<file path="src/rtl/sfp_dis_prio_ctrl.sv">
// SFP TX-disable controller driven by the backplane priority-encode lines:
// synchronize, debounce, descramble, pick this slot's line and sequence tx disable.
module sfp_dis_prio_ctrl #(
    parameter int SYNC_STAGES    = 2,
    parameter int DEB_CYCLES     = 1000,
    parameter int HOLDOFF_CYCLES = 4096,
    parameter int CNT_W          = 16
) (
    input  logic       clk,
    input  logic       rst_n,
    input  logic [7:0] sfp_dis_od,
    input  logic [2:0] bp_slot_addr,
    input  logic [1:0] prio_enc_descramble,
    input  logic       force_dis,
    output logic       sfp_tx_dis,
    output logic [1:0] ctrl_state,
    output logic [7:0] lines_descrambled,
    output logic [7:0] disable_events
);

    typedef enum logic [1:0] {
        SETTLE   = 2'b00,
        DISABLED = 2'b01,
        ENABLED  = 2'b10
    } state_t;

    localparam logic [CNT_W-1:0] DEB_LAST = CNT_W'(DEB_CYCLES - 1);
    localparam logic [CNT_W-1:0] HOLD_MAX = CNT_W'(HOLDOFF_CYCLES);

    logic [7:0]       sync_q [SYNC_STAGES];
    logic [7:0]       deb;
    logic [CNT_W-1:0] deb_cnt [8];
    logic [2:0]       slot_q;
    logic [1:0]       mode_q;
    logic             cfg_valid;
    logic             cfg_change;
    logic             sel;
    state_t           state;
    logic [CNT_W-1:0] fsm_cnt;

    // Idle level of the open-drain lines is high, so the chains reset to all ones.
    always_ff @(posedge clk or negedge rst_n) begin
        if (!rst_n) begin
            for (int i = 0; i < SYNC_STAGES; i++) sync_q[i] <= 8'hFF;
        end else begin
            sync_q[0] <= sfp_dis_od;
            for (int i = 1; i < SYNC_STAGES; i++) sync_q[i] <= sync_q[i-1];
        end
    end

    always_ff @(posedge clk or negedge rst_n) begin
        if (!rst_n) begin
            deb <= 8'hFF;
            for (int b = 0; b < 8; b++) deb_cnt[b] <= '0;
        end else begin
            for (int b = 0; b < 8; b++) begin
                if (sync_q[SYNC_STAGES-1][b] != deb[b]) begin
                    if (deb_cnt[b] == DEB_LAST) begin
                        deb[b]     <= sync_q[SYNC_STAGES-1][b];
                        deb_cnt[b] <= '0;
                    end else begin
                        deb_cnt[b] <= deb_cnt[b] + 1'b1;
                    end
                end else begin
                    deb_cnt[b] <= '0;
                end
            end
        end
    end

    always_comb begin
        lines_descrambled = {deb[6], deb[7], 6'h3F};
        case (prio_enc_descramble)
            2'b00:   lines_descrambled[5:0] = {deb[2], deb[3], deb[1], deb[0], deb[5], deb[4]};
            2'b01:   lines_descrambled[5:0] = {deb[5], deb[4], deb[2], deb[3], deb[0], deb[1]};
            2'b10:   lines_descrambled[5:0] = deb[5:0];
            default: lines_descrambled[5:0] = 6'h3F;
        endcase
    end

    assign sel = lines_descrambled[bp_slot_addr];

    // cfg_valid masks the very first clock, when the shadows are only being loaded.
    always_ff @(posedge clk or negedge rst_n) begin
        if (!rst_n) begin
            slot_q    <= '0;
            mode_q    <= '0;
            cfg_valid <= 1'b0;
        end else begin
            slot_q    <= bp_slot_addr;
            mode_q    <= prio_enc_descramble;
            cfg_valid <= 1'b1;
        end
    end

    assign cfg_change = cfg_valid &&
                        ((bp_slot_addr != slot_q) || (prio_enc_descramble != mode_q));

    always_ff @(posedge clk or negedge rst_n) begin
        if (!rst_n) begin
            state          <= SETTLE;
            fsm_cnt        <= '0;
            sfp_tx_dis     <= 1'b1;
            disable_events <= '0;
        end else if (cfg_change) begin
            state      <= SETTLE;
            fsm_cnt    <= '0;
            sfp_tx_dis <= 1'b1;
            if (state == ENABLED && disable_events != 8'hFF)
                disable_events <= disable_events + 8'd1;
        end else begin
            case (state)
                SETTLE: begin
                    sfp_tx_dis <= 1'b1;
                    if (fsm_cnt == DEB_LAST) begin
                        state   <= DISABLED;
                        fsm_cnt <= '0;
                    end else begin
                        fsm_cnt <= fsm_cnt + 1'b1;
                    end
                end
                DISABLED: begin
                    if (fsm_cnt == HOLD_MAX && !sel && !force_dis) begin
                        state      <= ENABLED;
                        sfp_tx_dis <= 1'b0;
                    end else begin
                        sfp_tx_dis <= 1'b1;
                        if (fsm_cnt != HOLD_MAX) fsm_cnt <= fsm_cnt + 1'b1;
                    end
                end
                ENABLED: begin
                    if (sel || force_dis) begin
                        state      <= DISABLED;
                        fsm_cnt    <= '0;
                        sfp_tx_dis <= 1'b1;
                        if (disable_events != 8'hFF)
                            disable_events <= disable_events + 8'd1;
                    end else begin
                        sfp_tx_dis <= 1'b0;
                    end
                end
                default: begin
                    state      <= SETTLE;
                    fsm_cnt    <= '0;
                    sfp_tx_dis <= 1'b1;
                end
            endcase
        end
    end

    assign ctrl_state = state;

endmodule

</file>
<file path="config.mk">
export PLATFORM = sky130hd
export DESIGN_NAME = sfp_dis_prio_ctrl
export DESIGN_NICKNAME = d
export VERILOG_FILES = /design/src/rtl/sfp_dis_prio_ctrl.sv
export SDC_FILE = /design/constraint.sdc
export NUM_CORES = 1
export LEC_CHECK = 0
export ABC_CLOCK_PERIOD_IN_PS = 3600
export CAP_MARGIN = 25
export CORE_ASPECT_RATIO = 0.6
export CORE_MARGIN = 5
export CORE_UTILIZATION = 55
export CTS_BUF_LIST = sky130_fd_sc_hd__clkbuf_16
export DETAILED_ROUTE_END_ITERATION = 8
export GPL_ROUTABILITY_DRIVEN = 0
export MAX_ROUTING_LAYER = met4
export PLACE_DENSITY_LB_ADDON = 0.2
export SLEW_MARGIN = 20
export SYNTH_ARGS = -nofsm -noshare
export SYNTH_HDL_FRONTEND = slang
export SYNTH_SLANG_ARGS = --single-unit
</file>
<file path="constraint.sdc">
create_clock -name clk -period 3.6 [get_ports clk]
set_input_delay 0.36 -clock clk [delete_from_list [all_inputs] [get_ports clk]]
set_output_delay 0.36 -clock clk [all_outputs]
set_load 0.01 [all_outputs]
</file>
Word level (Yosys, flattened, before mapping)
Cells that the tools add are included.
- reduce and logical (&&, ||, !) cells: 24
- muxes and demuxes: 39
- eq/ne operators: 32
- order comparisons: 1
- add/sub/neg operators: 10
- operator list (cell ; count):
    $mux W16 ; 21
    $add A16 B1 Y16 const B ; 9
    $eq A16 B10 Y1 const B ; 9
    $pmux W16 S3 ; 1
    $mux W8 ; 5
    $pmux W6 S3 ; 1
    $eq A16 B13 Y1 const B ; 1
    $ne A16 B13 Y1 const B ; 1
    $reduce_and A2 Y1 ; 8
    $ne A3 B3 Y1 const B ; 4
    $add A8 B1 Y8 const B ; 1
    $mux W2 ; 4
    $ne A1 B1 Y1 ; 8
    $ne A8 B8 Y1 const B ; 1
    $pmux W2 S3 ; 1
    $reduce_and A3 Y1 ; 2
    $reduce_bool A2 Y1 ; 3
    $eq A2 B1 Y1 const B ; 2
    $eq A2 B2 Y1 const B ; 2
    $logic_and A1 B1 Y1 ; 4
    $logic_not A2 Y1 ; 2
    $lt A3 B4 Y1 const B ; 1
    $mux W1 ; 4
    $reduce_and A4 Y1 ; 1
    other kinds (8) ; 10
- bits of input ports: 16
- flip-flop bits (word level): 185
- output and inout port bits: 19
- logic and storage cells: 131

Logic depth before layout (Yosys ltp)
- depth in word-level cells: 10
- gate-level depth with buffers: 9
- mapped depth without buffers: 7

Worst setup path after synthesis
OpenSTA, ideal clock, no wires.
- path kind: register to register
- start point: register fsm_cnt[4]
- end point: register fsm_cnt[3]
- data required time: 3.478 ns
- data arrival time: 2.116 ns
- path buffers: 1
- setup slack: 1.363 ns
- setup time: 0.122 ns
- stages on the path, launching flop included: 8
- period minus slack after synthesis: 2.237 ns
- cell sequence: dfrtp_1 -> or4_1 -> o41a_1 -> or2_1 -> buf_6 -> nand2_2 -> nand2_1 -> a32o_1
- cells in the longest elaborated chain, start to end: 5
- ends and longest elaborated chain (item ; line ; source):
    from (decl) ; 39 ; logic [CNT_W-1:0] fsm_cnt;
    from (signal assigned) ; 119 ; fsm_cnt <= fsm_cnt + 1'b1;
    from (signal assigned) ; 128 ; if (fsm_cnt != HOLD_MAX) fsm_cnt <= fsm_cnt + 1'b1;
    $eq A16 B13 Y1 ; 123 ; if (fsm_cnt == HOLD_MAX && !sel && !force_dis) begin
    $logic_and A1 B1 Y1 (2 in a row) ; 123 ;
    $ne A3 B3 Y1 (no line) ; -- ;
    $reduce_and A3 Y1 (no line) ; -- ;
Several ways; a longest one is shown, not always the timed one.
A chain may end at the register's enable or synchronous reset.

Final worst setup path
- start point: input prio_enc_descramble[1]
- end point: register disable_events[2]
- cells in the longest elaborated chain, start to end: 7
- ends and longest elaborated chain (item ; line ; source):
    from (decl) ; 13 ; input logic [1:0] prio_enc_descramble,
    $eq A2 B2 Y1 (tied with other cells) ; 73 ; case (prio_enc_descramble)
    $pmux W6 S3 ; 73 ;
    $bmux W1 S3 ; 81 ; assign sel = lines_descrambled[bp_slot_addr];
    $mux W1 (implied by the code) ; 81 ;
    $logic_or A1 B1 Y1 ; 132 ; if (sel || force_dis) begin
    $reduce_bool A2 Y1 (no line) ; -- ;
    $reduce_and A4 Y1 (no line) ; -- ;
    to (signal assigned) ; 110 ; disable_events <= disable_events + 8'd1;
    to (signal assigned) ; 137 ; disable_events <= disable_events + 8'd1;
    to (decl) ; 18 ; output logic [7:0] disable_events
Several ways; a longest one is shown, not always the timed one. The select of a mux whose other input is x is not followed.

==> impl_metrics.csv <==
group,metric,value,unit
cts,post_cts_buffers,0,
power,power.leakage,4.22,nW
cts,htreeDepth,4,
global_route,grt_usage,0.200,
die,fp.dieW,175,um
synthesis,synth-main-ff-cell,"dfrtp_1",
power,pwr-share-comb,0.060,
die,die-area,19100,sq um
routing,routed_via_density,5.58,
cts,postCtsResizedCells,0,
power,netSwitchingPower,1.06,mW
timing,worst_slew_pin_slew,0.839,ns
synthesis,yosysSeqAreaShare,0.518,
placement,dpl_cell_area,9490,sq um
power,p_sw_frac,0.252,
die,core,16100,sq um
synthesis,synth_area_leader_cell,"dfrtp_1",
power,p_clk_frac,0.424,
synthesis,synth.distinct_cells,59,
cts,clk_latency,0.43,ns
layout,nNetsFinal,968,
die,start_util,0.558,
timing,max_freq,372,MHz
cts,cts_hold_buf,0,
cts,clockBufferDepth,2,
timing,relSlewSlack,0.440,
worst_setup_path,path_max_fanout,17,
worst_hold_path,hold_path_class,"primary input to asynchronous set/reset pin",
timing,drv_slew,0,
cts,cts_tree,"yes",
power,p_int,3.14,mW
worst_setup_path,cp_data_arrival_time,3.00,ns
routing,first_iter_violations,533,
placement,place_worst_setup_slack,0.519,ns
timing,fin_tns_setup,0,ns
placement,post-dp-hpwl,12000,um
worst_setup_path,critPathKind,"primary input to flop",
job,maxCapViolCount,0,
synthesis,synth-edff-count,0,
power,p_seq_frac,0.517,
synthesis,yosys_warnings,0,
die,ioPinCount,35,
cts,cts_root_buf,"clkbuf_16",
synthesis,synth_commonest_cells,"dfrtp_1 (160), nor2_1 (151), nand2_1 (73)",
routing,wirelength,17700,um
routing,dr.pass1.iters,5,
synthesis,netlist_top_cells_area,"dfrtp_1 (44%), dfstp_2 (7.3%), xor2_1 (6.7%)",
synthesis,synth_most_common_cell,"dfrtp_1",
timing,fin_hold_ws,0.000525,ns
global_route,use_met2,0.279,
cts,path_clk_slew,0.07,ns
global_route,grt_max_degree,94,
routing,ant_nets,0,
power,power_density,418,nW/um^2
global_route,grtUsageMet3,0.0409,
layout,area_growth,11.6,%
layout,fin_area,10100,sq um
layout,diodes,0,
timing,rsz0062_at_grt,"no",
global_route,grt_overflow,0,
status,status,"completed",
synthesis,synth_area,9000,sq um
timing,finalClockSkew,0.0197,ns
global_route,grt_pass1_vias,6111,
global_route,grt_pass1_wl,30400,um
routing,drc,0,
timing,setup_viol,0,
worst_setup_path,critPathRequiredTime,3.91,ns
routing,routedWlPerCell,15.3,um
die,dieHeight,109,um
power,ir_drop,0.287,mV
synthesis,netlist_instances,913,
synthesis,syn_nets,944,
synthesis,ys_ff_latch,185,
synthesis,avgSynthCellArea,9.86,sq um
global_route,busiest_layer,"met1",
cts,numCtsBuffers,17,
global_route,antenna_found_initial,0,
timing,worst_slack,0.913,ns
worst_setup_path,cp-end-kind,"flop",
routing,vias,6466,
global_route,use_met1,0.298,
placement,port_buffers,34,
synthesis,postSynth.asyncResetShare,1.00,
power,power,4.20,mW
worst_setup_path,cp-start-kind,"primary input",
synthesis,synth_top_area_frac,0.445,
die,rows,36,
timing,finalCriticalPeriod,2.69,ns
layout,final_layout_size_suffix_gt1_frac,0.0821,
timing,hold_viol_final,0,
timing,period_share,0.746,
cts,clkSinkCount,185,
-- cells by family after synthesis --
| family | after synthesis | synth area share |
|---|---|---|
| multiplexers | 21 | 0.0246 |
| AO/OA/AOI/OAI | 114 | 0.0823 |
| AND/OR/NAND/NOR | 411 | 0.218 |
| flip-flops | 185 | 0.518 |
| XOR/XNOR | 113 | 0.110 |
| adder cells (fa/ha/maj) | 15 | 0.0208 |
| buffers and inverters | 53 | 0.0265 |
| other | 1 | 0.000417 |
-- metrics by stage --
stage               std cells   util
floorplan                 913      -
global placement         1127  0.589
detailed placement       1127  0.589
CTS                      1159  0.623
global route             1159  0.623
finish                   1159  0.623
-- worst max-delay path, stage by stage --
cell and delay [ns]:
clkdlybuf4s50_1 0.85, o21ai_0 0.25, o211ai_1 0.15, o211ai_1 0.19, a32oi_1 0.69, o21ai_0 0.19, o32a_1 0.31
-- flip-flops by register name, indices dropped and copies added, names as in the netlist --
register,count
sfp_tx_dis,1
disable_events,8
cfg_valid,1
fsm_cnt,16
deb,8
sync_q,16
mode_q,2
ctrl_state,2
deb_cnt,128
slot_q,3
-- routing by layer --
layer	routed length (um)	vias up
met5	0	-
met4	190	0
met3	916	14
met2	7490	135
met1	9110	3105
li1	-	3212
-- power by group through the flow --
stage                     Sequential [mW]  Clock, mW  Combinational (mW)
after floorplan                      2.20          0               0.146
after global placement               2.21          0               0.251
after detailed placement             2.21          0               0.255
after CTS                            2.17       1.84               0.257
after global routing                 2.18       1.91               0.290
final                                2.17       1.78               0.252
-- layout by cell type (no fill, tap or decap), drive strengths merged, types with 3 or more instances in the layout --
master / netlist / routed
and4: 6 / 6
dfrtp: 160 / 160
nor4: 18 / 18
nand4: 21 / 21
o211ai: 9 / 9
mux2i: 12 / 12
xor2: 69 / 69
ha: 15 / 15
o21ai: 39 / 39
or3: 21 / 21
nand2: 74 / 74
or4: 6 / 6
and2: 5 / 5
clkdlybuf4s50: 0 / 33
inv: 19 / 30
buf: 7 / 5
nor2b: 4 / 4
dfstp: 25 / 25
nor2: 152 / 152
or2: 4 / 4
nand3: 62 / 62
o31ai: 4 / 4
nand2b: 7 / 7
clkbuf: 27 / 18
a32o: 6 / 6
xnor2: 44 / 44
a21oi: 30 / 30
mux2: 9 / 9
o41ai: 5 / 5
clkinv: 0 / 3
nor3: 9 / 9
and3: 18 / 18
-- area by class of cell --
cell class	count	area, sq um
well taps	209	262
fillers	1348	6070
clock inverters	15	135
inverters	19	71.3
multi-input cells	675	4100
flip-flops and latches	185	4660
clock buffers	17	425
repair buffers	39	394
-- worst paths after layout --
kind	start	to	slack, ns	cells after the start
setup / recovery	prio_enc_descramble[1]	disable_events[2]$_DFFE_PN0P_	0.91	7
hold / removal	rst_n	deb_cnt[70]$_DFF_PN0_	0.0005	1
setup reg to reg	fsm_cnt[4]$_DFFE_PN0P_	fsm_cnt[11]$_DFFE_PN0P_	1.08	5
hold reg to reg	sync_q[10]$_DFF_PN1_	sync_q[2]$_DFF_PN1_	0.35	0
max in group asynchronous	rst_n	deb[7]$_DFFE_PN1P_	2.69	2
min in group clk	sfp_dis_od[1]	sync_q[9]$_DFF_PN1_	0.34	1
Power figures use the tool's default switching activity.
